## config.mk

```make
export PLATFORM = sky130hd
export DESIGN_NAME = arf_sequencer
export DESIGN_NICKNAME = d
export VERILOG_FILES = /design/src/rtl/arf_sequencer.sv
export SDC_FILE = /design/constraint.sdc
export NUM_CORES = 1
export LEC_CHECK = 0
export CAP_MARGIN = 20
export CORE_UTILIZATION = 24
export DETAILED_ROUTE_END_ITERATION = 8
export PLACE_DENSITY = 0.58
export SETUP_SLACK_MARGIN = 0.5
export SYNTH_ARGS = -nofsm -noshare
export SYNTH_HDL_FRONTEND = slang
export SYNTH_SLANG_ARGS = --single-unit
```

## constraint.sdc

```tcl
create_clock -name clk -period 1.95 [get_ports clk]
set_input_delay 0.39 -clock clk [delete_from_list [all_inputs] [get_ports clk]]
set_output_delay 0.39 -clock clk [all_outputs]
set_load 0.02 [all_outputs]
```

## src/rtl/arf_sequencer.sv

```systemverilog
// arf_sequencer: expands PC/AR/SP stack and program-flow commands into
// multi-cycle control sequences for the address register file.
// Optional build macro: ARF_SEQ_STACK_CHECK_EN adds a stack depth tracker
// that turns overflowing pushes and underflowing pops into a one-cycle error.
module arf_sequencer #(
    parameter int unsigned Depth = 16
) (
    input  logic        clk,
    input  logic        rst_n,
    input  logic        cmd_valid_i,
    input  logic [2:0]  cmd_op_i,
    input  logic [15:0] cmd_data_i,
    input  logic [15:0] mem_data_i,
    output logic        cmd_ready_o,
    output logic        done_o,
    output logic        err_o,
    output logic [15:0] arf_i_o,
    output logic [2:0]  fun_sel_o,
    output logic [2:0]  reg_sel_o,
    output logic [1:0]  out_c_sel_o,
    output logic [1:0]  out_d_sel_o,
    output logic        mem_read_o,
    output logic        mem_write_o
);

    localparam logic [2:0] OpNop    = 3'b000;
    localparam logic [2:0] OpFetch  = 3'b001;
    localparam logic [2:0] OpJump   = 3'b010;
    localparam logic [2:0] OpPush   = 3'b011;
    localparam logic [2:0] OpPop    = 3'b100;
    localparam logic [2:0] OpCall   = 3'b101;
    localparam logic [2:0] OpRet    = 3'b110;
    localparam logic [2:0] OpLoadAr = 3'b111;

    localparam logic [2:0] FunDec  = 3'b000;
    localparam logic [2:0] FunInc  = 3'b001;
    localparam logic [2:0] FunLoad = 3'b010;

    // Active-low register enables: bit2 PC, bit1 AR, bit0 SP
    localparam logic [2:0] EnNone = 3'b111;
    localparam logic [2:0] EnPc   = 3'b011;
    localparam logic [2:0] EnAr   = 3'b101;
    localparam logic [2:0] EnSp   = 3'b110;

    localparam logic [1:0] SelPc = 2'b00;
    localparam logic [1:0] SelSp = 2'b11;

    typedef enum logic [4:0] {
        StIdle, StN0, StF0, StF1, StJ0, StL0, StP0, StP1, StQ0, StQ1,
        StC0, StC1, StC2, StR0, StR1, StR2
`ifdef ARF_SEQ_STACK_CHECK_EN
        , StE0
`endif
    } state_e;

    state_e      state_q, state_d;
    logic [15:0] data_q;

    logic [2:0] reg_sel_d, fun_sel_d;
    logic [1:0] out_c_sel_d, out_d_sel_d;
    logic       mem_read_d, mem_write_d, done_d, ready_d;

`ifdef ARF_SEQ_STACK_CHECK_EN
    localparam int unsigned DepthW = $clog2(Depth + 1);
    localparam logic [DepthW-1:0] DepthMax = DepthW'(Depth);

    logic [DepthW-1:0] depth_q;
    logic              err_q, err_d;
    logic              stack_viol;

    // Overflow/underflow test against the depth seen at acceptance
    always_comb begin
        stack_viol = 1'b0;
        if ((cmd_op_i == OpPush || cmd_op_i == OpCall) && depth_q == DepthMax) begin
            stack_viol = 1'b1;
        end
        if ((cmd_op_i == OpPop || cmd_op_i == OpRet) && depth_q == '0) begin
            stack_viol = 1'b1;
        end
    end

    assign err_o = err_q;
`else
    logic [31:0] unused_depth;
    assign unused_depth = Depth;
    assign err_o        = 1'b0;
`endif

    // Next state: one state per cycle, final states fall back to idle
    always_comb begin
        state_d = state_q;
        unique case (state_q)
            StIdle: begin
                if (cmd_valid_i) begin
                    unique case (cmd_op_i)
                        OpNop:    state_d = StN0;
                        OpFetch:  state_d = StF0;
                        OpJump:   state_d = StJ0;
                        OpPush:   state_d = StP0;
                        OpPop:    state_d = StQ0;
                        OpCall:   state_d = StC0;
                        OpRet:    state_d = StR0;
                        OpLoadAr: state_d = StL0;
                    endcase
`ifdef ARF_SEQ_STACK_CHECK_EN
                    if (stack_viol) state_d = StE0;
`endif
                end
            end
            StF0:    state_d = StF1;
            StP0:    state_d = StP1;
            StQ0:    state_d = StQ1;
            StC0:    state_d = StC1;
            StC1:    state_d = StC2;
            StR0:    state_d = StR1;
            StR1:    state_d = StR2;
            default: state_d = StIdle;
        endcase
    end

    // Control decode of the state about to be entered, so outputs are registered
    always_comb begin
        reg_sel_d   = EnNone;
        fun_sel_d   = FunDec;
        out_c_sel_d = SelPc;
        out_d_sel_d = SelPc;
        mem_read_d  = 1'b0;
        mem_write_d = 1'b0;
        done_d      = 1'b0;
        ready_d     = 1'b0;
`ifdef ARF_SEQ_STACK_CHECK_EN
        err_d       = 1'b0;
`endif
        unique case (state_d)
            StIdle: ready_d = 1'b1;
            StN0:   done_d = 1'b1;
            StF0:   mem_read_d = 1'b1;
            StF1:   begin reg_sel_d = EnPc; fun_sel_d = FunInc; done_d = 1'b1; end
            StJ0:   begin reg_sel_d = EnPc; fun_sel_d = FunLoad; done_d = 1'b1; end
            StL0:   begin reg_sel_d = EnAr; fun_sel_d = FunLoad; done_d = 1'b1; end
            StP0:   begin reg_sel_d = EnSp; fun_sel_d = FunDec; end
            StP1:   begin out_d_sel_d = SelSp; mem_write_d = 1'b1; done_d = 1'b1; end
            StQ0:   begin out_d_sel_d = SelSp; mem_read_d = 1'b1; end
            StQ1:   begin reg_sel_d = EnSp; fun_sel_d = FunInc; done_d = 1'b1; end
            StC0:   begin reg_sel_d = EnSp; fun_sel_d = FunDec; end
            StC1:   begin out_d_sel_d = SelSp; out_c_sel_d = SelPc; mem_write_d = 1'b1; end
            StC2:   begin reg_sel_d = EnPc; fun_sel_d = FunLoad; done_d = 1'b1; end
            StR0:   begin out_d_sel_d = SelSp; mem_read_d = 1'b1; end
            StR1:   begin reg_sel_d = EnPc; fun_sel_d = FunLoad; end
            StR2:   begin reg_sel_d = EnSp; fun_sel_d = FunInc; done_d = 1'b1; end
`ifdef ARF_SEQ_STACK_CHECK_EN
            StE0:   begin err_d = 1'b1; done_d = 1'b1; end
`endif
            default: ;
        endcase
    end

    // I input: zero when idle, popped return address in R1, else the latched operand
    always_comb begin
        arf_i_o = data_q;
        if (state_q == StIdle) begin
            arf_i_o = '0;
        end else if (state_q == StR1) begin
            arf_i_o = mem_data_i;
        end
    end

    // State, operand latch, registered controls and optional depth tracker
    always_ff @(posedge clk or negedge rst_n) begin
        if (!rst_n) begin
            state_q     <= StIdle;
            data_q      <= '0;
            reg_sel_o   <= EnNone;
            fun_sel_o   <= FunDec;
            out_c_sel_o <= SelPc;
            out_d_sel_o <= SelPc;
            mem_read_o  <= 1'b0;
            mem_write_o <= 1'b0;
            done_o      <= 1'b0;
            cmd_ready_o <= 1'b1;
`ifdef ARF_SEQ_STACK_CHECK_EN
            err_q       <= 1'b0;
            depth_q     <= '0;
`endif
        end else begin
            state_q     <= state_d;
            reg_sel_o   <= reg_sel_d;
            fun_sel_o   <= fun_sel_d;
            out_c_sel_o <= out_c_sel_d;
            out_d_sel_o <= out_d_sel_d;
            mem_read_o  <= mem_read_d;
            mem_write_o <= mem_write_d;
            done_o      <= done_d;
            cmd_ready_o <= ready_d;
            if (cmd_valid_i && cmd_ready_o) begin
                data_q <= cmd_data_i;
            end
`ifdef ARF_SEQ_STACK_CHECK_EN
            err_q <= err_d;
            if (state_q == StP1 || state_q == StC2) begin
                depth_q <= depth_q + 1'b1;
            end else if (state_q == StQ1 || state_q == StR2) begin
                depth_q <= depth_q - 1'b1;
            end
`endif
        end
    end

endmodule

```

==> key figures <==
Setup path
  – Critical path data arrival time: 1.60 ns
  – Flop2flop setup slack: -0.03 ns
  – Cells traversed along the worst timing path: nand2b_4 > nor2_4 > and3_4 > buf_16 > nand2_4 > a21oi_4 > buf_6
  – End of the worst register-to-register path: fun_sel_o[1]
  – Kind of critical path: flip-flop to output port
  – CP Capture Type: output port
  – Start point of the critical path: state_q[0]
  – Maximum net fanout on the critical path: 8
  – Startpoint type of the worst setup path: flip-flop
  – Cell count of the worst reg-to-reg path: 11
  – Critical path required time: between 1.5 and 2 ns
  – Worst stage delay on the critical path: 0.38 ns
  – Launch point of the worst reg-to-reg path: state_q[1]
  – Master of the slowest instance on the critical path: dfrtp_1

Logic synthesis
  – Post-synth top area share: 0.405
  – FFs w/ async S/R, synth: 1.00
  – Cell area after synthesis: roughly 0.0017 mm²
  – Number of enable-type register cells in the synthesized netlist: 0
  – Post-synthesis sequential area ratio: 0.468
  – Number of standard cells after synthesis: 175
  – Most used flip-flop cell after synthesis: dfrtp_1
  – Count of unique library cells instantiated by Yosys: 40
  – Yosys synthesis warning count: 0
  – Top area cells in the synthesized netlist: dfrtp_1, mux2_2, nand2_1
  – Synth area leader: dfrtp_1
  – Post-Syn Area per Cell: 9.52 µm²
  – #FFs+latches synth: 31

STA
  – Worst Clk Skew: 0.00530 ns
  – Slack of the critical path: -0.0447 ns
  – Final setup violation count: 19
  – Upper clock frequency limit: 0.501 GHz
  – Final hold violation count: 0
  – Final count of pins violating max slew: 0
  – Unrepaired setup endpoints after global routing: true
  – Clock period minus worst slack: 1.99 ns
  – Fraction of the cycle the final worst path needs: 1.02

Route
  – Initial DRC Count: 28
  – Post-route ant nets: 0
  – Post-route DRC violation count: 0
  – Routed wire length: 5.16 mm
  – Avg Vias per Cell: 4.67
  – Vias: 1718
  – Average routed wire per standard cell: about 14 µm
  – 1st-pass router iterations: 4

Layout
  – # nets final: between 300 and 400
  – Layout cell share with drive strength beyond 1: 0.580
  – Most common library cell in the layout ignoring fill and taps: clkdlybuf4s50_1
  – Fill cells: 593
  – Antenna Cells: 0
  – Non-Filler Instances: 368
  – Commonest cells after routing, fill and taps aside: clkdlybuf4s50_1, buf_6, buf_4
  – Finished layout cell area: roughly 0.0035 mm²
  – Growth of design area from synthesis to finish: 108%

GRT
  – Number of antenna violations at the first check in global routing: 0
  – Number of global-route vias before repair: 1826
  – Maximum number of pins on one net before global-route repair: 32
  – Global route total overflow: 0
  – Wire length of the first global-routing pass: 8.74 mm
  – Overall global routing resource usage: 0.155

Clock network
  – Clock tree from TritonCTS: done
  – Insertion delay of the later-clocked pin in the worst-skew pair: 0.28 ns
  – Clock-pin transition on the worst setup and hold timing paths: 0.06 ns
  – # hold bufs at CTS: 0
  – Clock Tree Buf Depth: 2
  – H-tree levels: 2
  – Clock Tree Root: clkbuf_8
  – Num Clock Sinks: 31
  – Total clock buffers created by CTS: 5

Place
  – Number of placed instances with taps included: between 300 and 400
  – Port Buffer Count: between 60 and 70
  – Placed wire-length estimate: 3.41 mm
  – Weighted congestion at the end of routability-driven global placement: 0.831
  – Cell area reported after detailed placement: 0.00293 mm²

Floorplan
  – Number of top-level design ports: 69
  – Placeable core region: around 0.0068 mm²
  – Die area: 0.00728 mm²
  – Cell row count: 30
  – Die boundary width: 85.3 µm
  – Chip height: around 85 µm
  – Starting utilization of the core area: 0.247

Run status
  – Result of the run: complete, but fails checks
  – Failing checks: negative setup slack

Power
  – Part of the power in registers: 0.320
  – Leakage power figure: around 0.0015 µW
  – Power dissipated by switching net loads: just under 900 µW
  – Gate power share: 0.495
  – Internal Power: ~1700 µW
  – Worst IR Drop VDD: 0.256 mV
  – Overall power: roughly 2600 µW
  – Pwr Density: 745 mW/mm²
  – Fraction of power spent switching nets: 0.337
  – Clock network fraction of design power: 0.185

Job
  – Max_cap viols: 0

Hold path
  – Hold WC Path Type: input port to async pin
-- sequential cells by signal, indices dropped and copies added, names as in the netlist --
register     cells
cmd_ready_o      1
data_q          16
done_o           1
fun_sel_o        2
mem_read_o       1
mem_write_o      1
out_d_sel_o      1
reg_sel_o        3
state_q          5
-- layer usage --
layer | share of wire | track usage | vias up | routed length, µm
met5 | 0 | 0 | - | 0
met4 | 0.026 | 0.0591 | 0 | 133
li1 | - | - | 827 | -
met1 | 0.42 | 0.181 | 816 | 2160
met3 | 0.057 | 0.0447 | 14 | 292
met2 | 0.50 | 0.268 | 61 | 2570
-- worst max path at each step --
stage | to | slack [ns] | depth (start not counted)
3_3_place_gp | out_d_sel_o[0] | -0.39 | 6
4_1_cts | arf_i_o[2] | -0.06 | 7
3_5_place_dp | out_d_sel_o[0] | -0.43 | 6
5_1_grt | arf_i_o[11] | -0.12 | 7
6_report | arf_i_o[2] | -0.04 | 7
2_1_floorplan | out_d_sel_o[0] | 0.07 | 5
-- power by group through the flow --
stage                     sequential (µW)  clock, µW  combinational (µW)
after floorplan                       850          0                 621
after CTS                             827        493                1260
final                                 825        477                1280
after global placement                833          0                1070
after global routing                  841        527                1350
after detailed placement              836          0                1070
-- timing repair --
action	4_1_cts	5_1_grt
buffers inserted	10	2
pin swaps	25	5
endpoints found under the setup margin	40	29
cloned	3	0
resized for setup	191	8
-- synth_stat cells (2+ instances only) --
cell	count
buf_4	5
nor3_1	5
a211oi_1	3
dfrtp_1	27
a31oi_1	3
mux2_2	16
nand2_1	36
inv_1	3
buf_2	2
nor2_1	8
or2_2	2
clkbuf_1	9
a21oi_1	18
dfstp_2	4
or3_1	3
nand3_1	4
nor2b_1	4
-- layout make-up --
type | instances | area (µm²) | share of cell area
clock inverter | 1 | 5.00 | 0.00145
multi-input combinational | 129 | 1290 | 0.373
timing repair buffer | 117 | 1190 | 0.345
sequential | 31 | 782 | 0.226
inverter | 3 | 13.8 | 0.00398
tap | 80 | 100 | 0.0289
clock buffer | 7 | 76.3 | 0.0220
-- through the flow --
| stage | setup slack [ns] | util | TNS, ns | hold WS, ns |
|---|---|---|---|---|
| floorplan | 0.0720 | - | 0 | 0.0944 |
| global placement | -0.389 | 0.433 | -5.71 | 0.488 |
| detailed placement | -0.427 | 0.433 | -6.09 | 0.493 |
| CTS | -0.0590 | 0.506 | -0.674 | 0.507 |
| global route | -0.116 | 0.512 | -2.03 | 0.517 |
| finish | -0.0447 | 0.512 | -0.663 | 0.495 |
-- logic make-up (layout without fill, tap and decap cells) --
| family | count (synthesis) | in the layout | synth area share |
|---|---|---|---|
| simple gates | 69 | 69 | 0.196 |
| compound gates | 36 | 36 | 0.149 |
| flops | 31 | 31 | 0.468 |
| other cells | 1 | 5 | 0.00225 |
| buf+inv | 19 | 128 | 0.0556 |
| xor+xnor | 2 | 2 | 0.0150 |
| mux | 17 | 17 | 0.114 |
-- critical path, delay by kind of cell (launching register included) --
kind	cells	cell delay (ns)
simple gates	4	0.53
flops	1	0.38
buf+inv	2	0.30
compound gates	1	0.12
Power figures use the tool's default switching activity.
